[src/rtl/stopwatch_pkg.sv]
// Shared constants, types and field-stepping helper for the stopwatch core.
package stopwatch_pkg;

    localparam int unsigned SEC_MAX = 59;
    localparam int unsigned FIELD_W = 16;

    typedef logic [FIELD_W-1:0] field_t;

    typedef struct packed {
        field_t value;
        logic   carry;   // carry on up-wrap, borrow on down-wrap
    } field_step_t;

    typedef enum logic [1:0] {
        MODE_CLEAR,
        MODE_HOLD,
        MODE_ADJUST,
        MODE_COUNT
    } mode_e;

    // Step a time field by one in either direction, wrapping between 0 and max.
    function automatic field_step_t next_field(input field_t value, input field_t max,
                                               input logic up);
        field_step_t r;
        r.value = value;
        r.carry = 1'b0;
        if (up) begin
            if (value >= max) begin
                r.value = '0;
                r.carry = 1'b1;
            end else begin
                r.value = value + field_t'(1);
            end
        end else begin
            if (value == '0) begin
                r.value = max;
                r.carry = 1'b1;
            end else begin
                r.value = value - field_t'(1);
            end
        end
        return r;
    endfunction

endpackage

[src/rtl/stopwatch_core_tick_gen.sv]
// Free-running prescaler producing adjust-rate and 1 Hz clock-enable strobes.
module tick_gen #(
    parameter int unsigned CLK_HZ = 100000000,
    parameter int unsigned ADJ_HZ = 2
) (
    input  logic clk,
    input  logic reset_n,
    input  logic clr,
    output logic tick_adj,
    output logic tick_1hz
);

    localparam int unsigned DIV_N = CLK_HZ / ADJ_HZ;
    localparam int unsigned DIV_W = (DIV_N > 1) ? $clog2(DIV_N) : 1;
    localparam int unsigned SUB_W = (ADJ_HZ > 1) ? $clog2(ADJ_HZ) : 1;
    localparam logic [DIV_W-1:0] DIV_LAST = DIV_W'(DIV_N - 1);
    localparam logic [SUB_W-1:0] SUB_LAST = SUB_W'(ADJ_HZ - 1);

    logic [DIV_W-1:0] div;
    logic [SUB_W-1:0] sub;
    logic             div_end;

    assign div_end = (div == DIV_LAST);

    // Divider chain: div counts clock cycles, sub counts adjust ticks within a second.
    always_ff @(posedge clk or negedge reset_n) begin
        if (!reset_n) begin
            div <= '0;
            sub <= '0;
        end else if (clr) begin
            div <= '0;
            sub <= '0;
        end else if (div_end) begin
            div <= '0;
            sub <= (sub == SUB_LAST) ? '0 : sub + SUB_W'(1);
        end else begin
            div <= div + DIV_W'(1);
        end
    end

    assign tick_adj = div_end & ~clr;
    assign tick_1hz = div_end & (sub == SUB_LAST) & ~clr;

endmodule

[src/rtl/stopwatch_core.sv]
// MM:SS stopwatch with count up/down, expiry, adjust mode and lap capture.
module stopwatch_core
    import stopwatch_pkg::*;
#(
    parameter  int unsigned CLK_HZ  = 100000000,
    parameter  int unsigned ADJ_HZ  = 2,
    parameter  int unsigned MAX_MIN = 59,
    parameter  int unsigned WRAP    = 1,
    localparam int unsigned MW      = $clog2(MAX_MIN + 1)
) (
    input  logic          clk,
    input  logic          reset_n,
    input  logic          clr,
    input  logic          pause,
    input  logic          adj,
    input  logic          sel,
    input  logic          dir,
    input  logic          lap,
    output logic [MW-1:0] mins,
    output logic [5:0]    secs,
    output logic [MW-1:0] lap_mins,
    output logic [5:0]    lap_secs,
    output logic          lap_valid,
    output logic          expired,
    output logic          blink,
    output logic          tick_1hz
);

    logic          tick_adj;
    logic          lap_q;
    logic          lap_rise;
    mode_e         mode;
    field_step_t   sec_up, sec_dn, min_up, min_dn;
    logic [MW-1:0] mins_nxt;
    logic [5:0]    secs_nxt;
    logic          expired_nxt;
    logic          unused_field_bits;

    tick_gen #(
        .CLK_HZ(CLK_HZ),
        .ADJ_HZ(ADJ_HZ)
    ) u_tick_gen (
        .clk     (clk),
        .reset_n (reset_n),
        .clr     (clr),
        .tick_adj(tick_adj),
        .tick_1hz(tick_1hz)
    );

    assign lap_rise = lap & ~lap_q;

    // Field steps never exceed MAX_MIN / SEC_MAX, so the upper bits stay zero.
    assign unused_field_bits = ^{sec_up.value[FIELD_W-1:6], sec_dn.value[FIELD_W-1:6],
                                 min_up.value[FIELD_W-1:MW], min_dn.value[FIELD_W-1:MW],
                                 sec_dn.carry, min_dn.carry};

    // Operating mode in priority order: clear, pause, adjust, count.
    always_comb begin
        mode = MODE_COUNT;
        if (clr)        mode = MODE_CLEAR;
        else if (pause) mode = MODE_HOLD;
        else if (adj)   mode = MODE_ADJUST;
    end

    // Next time/expiry state for the current mode and tick strobes.
    always_comb begin
        mins_nxt    = mins;
        secs_nxt    = secs;
        expired_nxt = expired;
        sec_up      = next_field(field_t'(secs), field_t'(SEC_MAX), 1'b1);
        sec_dn      = next_field(field_t'(secs), field_t'(SEC_MAX), 1'b0);
        min_up      = next_field(field_t'(mins), field_t'(MAX_MIN), 1'b1);
        min_dn      = next_field(field_t'(mins), field_t'(MAX_MIN), 1'b0);
        case (mode)
            MODE_CLEAR: begin
                mins_nxt    = '0;
                secs_nxt    = '0;
                expired_nxt = 1'b0;
            end
            MODE_ADJUST: begin
                if (tick_adj) begin
                    expired_nxt = 1'b0;
                    if (sel) secs_nxt = sec_up.value[5:0];
                    else     mins_nxt = min_up.value[MW-1:0];
                end
            end
            MODE_COUNT: begin
                if (tick_1hz) begin
                    if (!dir) begin
                        if (!sec_up.carry) begin
                            secs_nxt = sec_up.value[5:0];
                        end else if (!min_up.carry) begin
                            secs_nxt = '0;
                            mins_nxt = min_up.value[MW-1:0];
                        end else if (WRAP != 0) begin
                            secs_nxt = '0;
                            mins_nxt = '0;
                        end
                    end else if (!expired) begin
                        if (mins == '0 && secs == '0) begin
                            expired_nxt = 1'b1;
                        end else begin
                            secs_nxt = sec_dn.value[5:0];
                            if (sec_up.value[5:0] == '0 && secs == '0) mins_nxt = mins;
                            if (secs == '0) mins_nxt = min_dn.value[MW-1:0];
                            if (mins == '0 && secs == 6'd1) expired_nxt = 1'b1;
                        end
                    end
                end
            end
            default: ;
        endcase
    end

    // Time and expiry registers.
    always_ff @(posedge clk or negedge reset_n) begin
        if (!reset_n) begin
            mins    <= '0;
            secs    <= '0;
            expired <= 1'b0;
        end else begin
            mins    <= mins_nxt;
            secs    <= secs_nxt;
            expired <= expired_nxt;
        end
    end

    // Lap capture on the rising edge of lap; the edge register keeps tracking through clr.
    always_ff @(posedge clk or negedge reset_n) begin
        if (!reset_n) begin
            lap_q     <= 1'b0;
            lap_mins  <= '0;
            lap_secs  <= '0;
            lap_valid <= 1'b0;
        end else begin
            lap_q <= lap;
            if (clr) begin
                lap_mins  <= '0;
                lap_secs  <= '0;
                lap_valid <= 1'b0;
            end else if (lap_rise) begin
                lap_mins  <= mins;
                lap_secs  <= secs;
                lap_valid <= 1'b1;
            end
        end
    end

    // Adjust-mode flash phase, parked low outside adjust mode.
    always_ff @(posedge clk or negedge reset_n) begin
        if (!reset_n)          blink <= 1'b0;
        else if (clr || !adj)  blink <= 1'b0;
        else if (tick_adj)     blink <= ~blink;
    end

endmodule

[config.mk]
export PLATFORM = sky130hd
export DESIGN_NAME = stopwatch_core
export DESIGN_NICKNAME = d
export VERILOG_FILES = /design/src/rtl/stopwatch_pkg.sv /design/src/rtl/stopwatch_core_tick_gen.sv /design/src/rtl/stopwatch_core.sv
export SDC_FILE = /design/constraint.sdc
export NUM_CORES = 1
export LEC_CHECK = 0
export BUFFER_PORTS_ARGS = -buffer_cell sky130_fd_sc_hd__buf_2
export CAP_MARGIN = 20
export CORE_MARGIN = 3
export CORE_UTILIZATION = 34
export CTS_BUF_LIST = sky130_fd_sc_hd__clkbuf_4 sky130_fd_sc_hd__clkbuf_8
export CTS_CLUSTER_DIAMETER = 40
export DETAILED_ROUTE_END_ITERATION = 7
export GPL_TIMING_DRIVEN = 0
export PLACE_DENSITY = 0.55
export SKIP_LAST_GASP = 1
export SYNTH_ARGS = -nofsm -noshare
export SYNTH_HDL_FRONTEND = slang
export SYNTH_SLANG_ARGS = --single-unit
[constraint.sdc]
create_clock -name clk -period 3.5 [get_ports clk]
set_input_delay 0.525 -clock clk [delete_from_list [all_inputs] [get_ports clk]]
set_output_delay 0.525 -clock clk [all_outputs]
set_load 0.02 [all_outputs]
==> reports/results.ini, run 1 <==
[grt]
grt-ovfl-total=0
use_met2=0.2420
antenna_found_initial=0
busiest_layer=met2
grt_pass1_wl_mm=12.41
grt_max_degree=30
first_global_vias=2529
track_usage=0.1491
met3_usage=0.02799
met1_usage=0.2115

[clock_tree]
cts_hold_buf=0
cts.sinks=55
clock-root-buffer=clkbuf_8
cts_setup_buffers=0
cts_buffers=5
clockBufferDepth=2
h-tree-depth=2
tritoncts=yes
clk_pin_slew_ps=110
cts_resized=0
clock_latency_ps=310

[route]
ant_nets=0
first_iter_violations=128
route.detailed.drc=0
vias=2642
routed_wl_mm=7.456
routed_via_density=5.242
post_drt_wl_per_cell_um=14.79
first_pass_iters=4

[yosys]
ys.flop_type=dfrtp_1
ys_types=52
synth_edf_count=0
syn-mean-instance-area_sq_um=8.829
synth_top_area_frac=0.4404
yosys_warnings=0
yosys.area.top_type=dfrtp_1
synth.net_count=369
synth.most_common_cell=dfrtp_1
synth_seq_area_share=0.4404
syn_area_sq_um=3125
ys_top_cells_by_area=dfrtp_1 44%, xor2_1 5.6%, nor2_1 5.4%, nand2_1 4.9%, nand3_1 4.0%
ys_seq_elements=55
async_reset_ff_frac=1.000
synth_common_cells=55 x dfrtp_1, 45 x nor2_1, 41 x nand2_1
synth_cells=354

[setup_path]
crit_fanout=5
cp.arrival_ps=2320
path_class=reg2out
cpMaxStageDelayCell=or4_4
endpoint_kind=primary output
start_kind=flop
path_cells=or4_4, nor4_1, and4_1, buf_2
crit_required_ps=2970
critPathMaxStageDelay_ps=570

[timing]
fin_ws_ps=655.3
finalCritPeriodShare=0.8128
slew_headroom=0.5224
tightest_slew_ps=709.9
hold_viol=0
rsz0062_at_grt=false
finalSetupTns_ps=0
slew_viol_final=0
setup_violations=0
fin_worst_skew_ps=10.69
max_freq_ghz=0.3515
fin_crit_ps=2845

[cells_and_area]
multi_input_area_sq_um=1637
nNetsFinal=410
register_area_sq_um=1376
diodes=0
drive_gt1_frac=0.1364
postLayoutCoreUtil=0.4051
final_cell_area_sq_um=3567
syn_to_final_growth_pct=14.13
fillCellCount=881

[run_status]
status=finished clean

[flow_run]
maxCapViolations=0

[placement]
dp_slack_ps=873.4
detailed_place_hpwl_mm=5.461
postPlaceCellArea_sq_um=3446
gp_congestion=0.8202
io_buffers=33

[floorplanning]
die_w_um=101.9
fp.dieH_um=101.9
design.core.area_sq_um=8806
initial_core_util=0.3549
die_area_sq_um=10380
io_pins=36
rows=34

[pwr]
power.density_nw_per_um2=368.7
irDropWorstVdd_v=0.0002707
p_leak_nw=1.570

[min_path]
hold_class=in2async

worst paths after layout:
| kind | end | from | slack (ps) | cells past startpoint |
|---|---|---|---|---|
| max | tick_1hz | u_tick_gen.div[18] | 660 | 4 |
| min | lap_mins[3] | reset_n | 230 | 1 |
| max reg2reg | mins[5] | u_tick_gen.div[18] | 830 | 5 |
| min reg2reg | u_tick_gen.div[0] | u_tick_gen.div[0] | 490 | 1 |
| max in group asynchronous | secs[1] | reset_n | 2680 | 2 |
| min in group clk | lap_q | lap | 340 | 1 |
worst max-delay path: cells and delay by family, from the launching register on:
kind | cells | cell delay (ps)
and+or+nand+nor | 3 | 1390
DFF | 1 | 450
buffers and inverters | 1 | 180
cells by family after synthesis:
group,after synthesis,share of synthesized area
buffers and inverters,28,0.03603
flip-flops,55,0.4404
AO/OA/AOI/OAI,69,0.1365
adder cells (fa/ha/maj),8,0.03122
XOR/XNOR,31,0.08687
multiplexers,2,0.006805
AND/OR/NAND/NOR,161,0.2622
registers in the layout (all words and copies together) (netlist names):
signal          flops
blink               1
lap_valid           1
secs                6
u_tick_gen.div     26
lap_secs            6
u_tick_gen.sub      1
mins                6
expired             1
lap_mins            6
lap_q               1
per-layer routing:
metal	share of wire	up-vias	wire length, um
met5	0	-	0
met4	0.0055	0	41
met3	0.039	2	289
met2	0.47	54	3495
met1	0.49	1264	3630
li1	-	1322	-
through the flow:
step	cells	power [mW]	hold slack [ps]
2_1_floorplan	354	0.8056	229.4
3_3_place_gp	495	0.8722	469.4
3_5_place_dp	496	0.8753	480.9
4_1_cts	504	1.333	262.9
5_1_grt	504	1.382	284.6
6_report	504	1.315	229.6
where the power goes:
part,internal (mW),switching (mW),total [mW]
sequential,0.651,0.0177,0.669
combinational,0.0633,0.130,0.193
clock,0.236,0.217,0.453
placed cells by master (no fill, tap or decap), types with 6 or more instances in the layout:
cell type,count
buf_2,33
nand2_1,41
xor2_1,20
a21oi_1,24
nor2_1,45
dfrtp_1,55
a31oi_1,8
o21ai_0,18
nor3_1,7
ha_1,7
clkbuf_1,17
clkbuf_8,6
and3_1,11
inv_1,8
nand3_1,25
xnor2_1,11
cell type report:
class,count,area share
plain buffers,20,0.02315
repair buffers,34,0.05191
well taps,108,0.03788
inverters,8,0.008418
multi-input cells,271,0.4588
flip-flops and latches,55,0.3858
clock buffers,6,0.02315
clock inverters,2,0.01087
No activity file was read; power rests on OpenSTA's default activity.
==> run 2, diff against run 1 <==
- ABC_AREA: unset -> 1
- PLACE_DENSITY: 0.55 -> 0.57
- clock period: 3.5 -> 2.3 ns (I/O delays scaled with it)
==> run 2 against run 1 <==
The run now ends with hold timing left. Via count rose by 28%. First-iteration DRC count grew 30%. Synthesized area up 18%. Critical endpoint unchanged. Largest power group unchanged. Highest routed layer unchanged.
==> reports/results.ini, run 2 <==
[yosys]
synthXorXnorAreaFrac=0.02370  ; -0.06317
synth_top_family_by_area=simple AND/OR/NAND/NOR gates
synthMuxAreaShare=0  ; -0.006805
ys_seq_elements=55  ; unchanged
synth_common_cells=135 x nand2_1, 73 x nor2_1, 63 x inv_1
synth_compound_area_frac=0.06093  ; -0.07557
synth_edf_count=0  ; unchanged
ys.flop_type=dfrtp_1
ys_types=37  ; -29%
synth.net_count=537  ; +46%
synthSimpleGateAreaFrac=0.4201  ; +0.1579
synth.most_common_cell=nand2_1
synth_top_area_frac=0.3724  ; -0.06798
async_reset_ff_frac=1.000  ; unchanged
synth_seq_area_share=0.3724  ; -0.06798
synth_fa_ha_area_frac=0.02370  ; -0.007528
synth_cells=522  ; +47%
syn_area_sq_um=3696  ; +18%
yosys_warnings=0  ; unchanged
yosys.area.top_type=dfrtp_1
ys_top_cells_by_area=dfrtp_1 37%, nand2_1 14%, nor2_1 7.4%, nand3_1 6.8%, inv_1 6.4%
syn-mean-instance-area_sq_um=7.081  ; -20%

[setup_path]
start_kind=flop
path_class=reg2out
endpoint_kind=primary output
startpoint=u_tick_gen.div[0]
crit_required_ps=1960  ; -1010 ps
crit_fanout=4  ; -1
cp.arrival_ps=1730  ; -590 ps
r2r_start=mins[0]

[timing]
slew_viol_final=0  ; unchanged
fin_worst_skew_ps=17.83  ; +7.138 ps
max_freq_ghz=0.4817
setup_violations=0  ; unchanged
finalCritPeriodShare=0.9026
finalSetupTns_ps=0  ; unchanged
tightest_slew_ps=534.0  ; -175.8 ps
fin_crit_ps=2076
slew_headroom=0.6440  ; +0.1216
hold_viol=10  ; +10
rsz0062_at_grt=false
holdWs_ps=-16.55  ; -246.1 ps

[clock_tree]
cts_resized=0  ; unchanged
cts_setup_buffers=0  ; unchanged
cts_buffers=5  ; unchanged
clk_pin_slew_ps=120  ; about the same
cts.sinks=55  ; unchanged
tritoncts=yes
clock_latency_ps=320  ; about the same
h-tree-depth=2  ; unchanged
clock-root-buffer=clkbuf_8
cts_hold_buf=0  ; unchanged
clockBufferDepth=2  ; unchanged

[cells_and_area]
fillCellCount=1128  ; +28%
syn_to_final_growth_pct=11.88
nNetsFinal=578  ; +41%
final_common_cell=nand2_1
diodes=0  ; unchanged
top_register=u_tick_gen.div
drive_gt1_frac=0.1616  ; +0.02527
largest_register_ffs=26  ; unchanged
final_cell_mix=135 x nand2_1, 73 x nor2_1, 63 x inv_1

[pwr]
irDropWorstVdd_v=0.0002813  ; +3.9%
p_leak_nw=2.043  ; +30%
power.density_nw_per_um2=522.7  ; +42%
power_mw=2.162  ; +64%

[route]
route.detailed.drc=0  ; unchanged
routed_wl_mm=9.400  ; +26%
first_iter_violations=166  ; +30%
ant_nets=0  ; unchanged
routed_via_density=4.827  ; -7.9%
post_drt_wl_per_cell_um=13.45  ; -9.1%
first_pass_iters=4  ; unchanged
vias=3374  ; +28%

[placement]
detailed_place_hpwl_mm=7.423  ; +36%
gp_congestion=0.9125  ; +11%
io_buffers=33  ; unchanged

[floorplanning]
rows=37  ; +8.8%
io_pins=36  ; unchanged
initial_core_util=0.3533  ; -0.001666
fp.dieH_um=110.3  ; +8.2%
die_w_um=110.3  ; +8.2%
die_area_sq_um=12160  ; +17%
design.core.area_sq_um=10460  ; +19%

[grt]
first_global_vias=3284  ; +30%
grt_pass1_wl_mm=15.71  ; +27%
grt-ovfl-total=0  ; unchanged
grt_max_degree=35  ; +17%
antenna_found_initial=0  ; unchanged
track_usage=0.1624  ; +0.01330

[run_status]
violations=hold timing
status=complete, but fails checks

[min_path]
hold_class=in2async

[flow_run]
maxCapViolations=0  ; unchanged

## run 2: cell count changes in the layout (fill, tap and decap cells not counted), moves of 10 or more
cell      delta
xor2_1      -12
a21oi_1     -14
nor2_1      +28
inv_1       +55
clkbuf_1    -15
and3_1      -11
nand3_1     +25
nand4_1     +21
o22ai_1     +10
nand2_1     +94
## run 2: kinds of logic (layout without fill, tap and decap cells)
| group | Yosys count | count (layout) |
|---|---|---|
| flops | 55 | 55 |
| fa+ha+maj | 7 | 7 |
| compound gates | 40 | 40 |
| buf+inv | 82 | 123 |
| simple gates | 328 | 328 |
| xor+xnor | 10 | 10 |
## run 2: area by class of cell
cell class	instances	area (sq um)	area share
Tap cell	136	170.2	0.04115
Clock buffer	5	68.82	0.01664
Sequential cell	55	1378	0.3331
Clock inverter	2	13.76	0.003328
Multi-Input combinational cell	385	1953	0.4723
Timing Repair Buffer	34	185.2	0.04478
Inverter	70	262.8	0.06354
Buffer	12	103.9	0.02511
## run 2: report_power, final
part           internal, mW  switching (mW)  total, mW  leakage [nW]
Sequential             1.01          0.0510       1.06         0.753
Combinational         0.180           0.366      0.546          1.25
Clock                 0.210           0.344      0.554        0.0440
Total                  1.40           0.761       2.16          2.04
## run 2: stage by stage
stage	cell area (sq um)	worst slack, ps	cells	utilization
5_1_grt	4135	70.21	699	0.3952
3_5_place_dp	4051	229.0	692	0.3872
4_1_cts	4134	188.6	699	0.3951
2_1_floorplan	3696	466.4	522	-
6_report	4135	224.1	699	0.3952
3_3_place_gp	4031	245.3	691	0.3853
## run 2: metal layers
layer / track usage / vias up / part of all wire
met3: 0.02737 / 4 / 0.035
met1: 0.2053 / 1548 / 0.45
met5: 0 / - / 0
met2: 0.2920 / 59 / 0.51
met4: 0.03166 / 0 / 0.0059
li1: - / 1763 / -
## run 2: worst max-delay path, cell delays in order, from the launching register on
cell and delay [ps]:
dfrtp_1 390, ha_1 200, nand3_1 110, nor2_1 150, nand2_2 70, nor2_4 140
nand3_2 120, inv_1 90, buf_2 160
## run 2: path summary, 6_finish.rpt
| check | endpoint | slack (ps) | depth (start not counted) |
|---|---|---|---|
| max | tick_1hz | 220 | 8 |
| min | u_tick_gen.div[16] | -20 | 1 |
| max reg2reg | secs[2] | 290 | 8 |
| min reg2reg | u_tick_gen.div[0] | 470 | 1 |
| max in group asynchronous | expired | 1740 | 2 |
| min in group clk | lap_q | 150 | 1 |
==> run 3, diff against run 2 <==
- GPL_TIMING_DRIVEN: 0 -> unset
==> run 3 against run 2 <==
The run now ends clean. Final area shrank 1.4%. Register-to-register slack better by 20 ps. Clock power up 1%. Core utilization shrank 0.54 points. Worst hold slack improved by 190 ps. Count of clock-buffer cells in the layout rose by 2. Total power is 0.25% lower. Clock skew is 13 ps lower. Sequential power barely moved. Die area did not move. Critical path type unchanged.
==> reports/results.ini, run 3 (synthesized netlist as in run 2, its figures left out) <==
[run_status]
status=finished clean

[clock_tree]
clock-root-buffer=clkbuf_8
clockBufferDepth=2  ; unchanged
cts_buffers=5  ; unchanged
cts.sinks=55  ; unchanged
cts_setup_buffers=0  ; unchanged
clock_latency_ps=300  ; -20 ps
clk_pin_slew_ps=100  ; -20 ps
h-tree-depth=2  ; unchanged
tritoncts=yes

[cells_and_area]
finalNonFillerCells=694  ; -0.72%
largest_register_ffs=26  ; unchanged
diodes=0  ; unchanged
syn_to_final_growth_pct=10.36
nNetsFinal=572  ; -1.0%
fillCellCount=1154  ; +2.3%
final_common_cell=nand2_1
drive_gt1_frac=0.1541  ; -0.007512
final_cell_mix=135 x nand2_1, 73 x nor2_1, 63 x inv_1
top_register=u_tick_gen.div

[setup_path]
r2r_end=secs[4]
r2r_start=secs[0]
start_kind=flop
path_cells=ha_1, nand3_1, nor2_1, nand2_2, nor2_4, nand3_2, inv_1, buf_2
crit_fanout=4  ; unchanged
endpoint_kind=primary output
cpLargestDelayFamily=simple AND/OR/NAND/NOR gates
cpMaxStageDelayCell=dfrtp_1
critPathMaxStageDelay_ps=390  ; about the same
r2r_setup_slack_ps=310  ; +20 ps
path_class=reg2out
cp.arrival_ps=1790  ; +60 ps
critPathBufInv=2  ; unchanged
r2r_cells=8  ; unchanged
crit_required_ps=1960  ; about the same

[route]
first_iter_violations=214  ; +29%
routed_wl_mm=9.630  ; +2.4%
post_drt_wl_per_cell_um=13.88  ; +3.2%
route.detailed.drc=0  ; unchanged
routed_via_density=5.010  ; +3.8%
vias=3477  ; +3.1%
first_pass_iters=4  ; unchanged
ant_nets=0  ; unchanged

[grt]
antenna_found_initial=0  ; unchanged
track_usage=0.1654  ; +0.003038
first_global_vias=3344  ; +1.8%
grt-ovfl-total=0  ; unchanged
grt_pass1_wl_mm=16.13  ; +2.6%
grt_max_degree=37  ; +5.7%

[flow_run]
maxCapViolations=0  ; unchanged

[floorplanning]
design.core.area_sq_um=10460  ; unchanged
rows=37  ; unchanged
die_w_um=110.3  ; unchanged
fp.dieH_um=110.3  ; unchanged
die_area_sq_um=12160  ; unchanged
io_pins=36  ; unchanged
initial_core_util=0.3533  ; unchanged

[timing]
hold_viol=0  ; -10
fin_crit_ps=2137  ; +61.16 ps
rsz0062_at_grt=false
setup_violations=0  ; unchanged
finalCritPeriodShare=0.9292  ; +0.02659
slew_headroom=0.6484  ; +0.004459
tightest_slew_ps=527.3  ; -6.689 ps
max_freq_ghz=0.4679  ; -2.9%
slew_viol_final=0  ; unchanged
fin_worst_skew_ps=5.097  ; -12.73 ps
finalSetupTns_ps=0  ; unchanged

[placement]
detailed_place_hpwl_mm=7.476  ; +0.71%
gp_congestion=0.8973  ; -1.7%
dp_cells=685  ; -1.0%
io_buffers=35  ; +6.1%

[min_path]
hold_start=lap
hold_class=in2reg
holdPathEnd=lap_q
min_path_cells=1

[pwr]
p_leak_nw=2.014  ; -1.4%
irDropWorstVdd_v=0.0002393  ; -15%
power.density_nw_per_um2=528.6  ; +1.1%

run 3: changes by cell type in the layout (fill, tap and decap cells not counted), moves of 2 or more:
cell,delta
clkbuf_1,-2
buf_2,-2
buf_6,-3
buf_4,+2
clkbuf_4,+2
run 3: report_power, final:
group	internal (mW)	switching, mW	total (mW)	leakage, nW
Combinational	0.170	0.351	0.520	1.21
Sequential	1.01	0.0656	1.08	0.755
Clock	0.239	0.321	0.560	0.0491
Total	1.42	0.737	2.16	2.01
run 3: what timing repair did:
item / in CTS / in global routing
endpoints found under the hold margin: 2 / 0
hold buffers: 1 / 0
resized for setup: 0 / 0
endpoints found under the setup margin: 0 / 0
run 3: layer usage:
layer	global-route usage	wire length, um	vias to the layer above
met5	0	0	-
met3	0.02446	367	8
li1	-	-	1749
met4	0.03342	110	0
met2	0.2938	4796	79
met1	0.2138	4355	1641
run 3: layout make-up:
type | instances | area [sq um] | area share
Inverter | 70 | 262.8 | 0.06442
Clock inverter | 1 | 5.005 | 0.001227
Sequential cell | 55 | 1376 | 0.3374
Clock buffer | 7 | 83.83 | 0.02055
Multi-Input combinational cell | 385 | 1953 | 0.4788
Tap cell | 136 | 170.2 | 0.04172
Timing Repair Buffer | 40 | 227.7 | 0.05583
run 3: stage by stage:
stage	worst slack [ps]	instance area (sq um)	util	hold slack [ps]	total power, mW
floorplan	466.4	3696	-	49.41	1.458
global placement	416.0	3980	0.3804	339.4	1.608
detailed placement	338.0	3980	0.3804	336.5	1.613
CTS	134.4	4079	0.3899	157.1	2.185
global route	15.46	4079	0.3899	147.3	2.288
finish	162.9	4079	0.3899	169.8	2.156
run 3: how the worst max path moves through the flow:
stage / depth (start not counted) / from / endpoint
2_1_floorplan: 8 / secs[0] / secs[5]
3_3_place_gp: 8 / mins[0] / secs[3]
3_5_place_dp: 8 / secs[0] / secs[5]
4_1_cts: 8 / u_tick_gen.div[0] / tick_1hz
5_1_grt: 8 / u_tick_gen.div[0] / tick_1hz
6_report: 8 / u_tick_gen.div[0] / tick_1hz
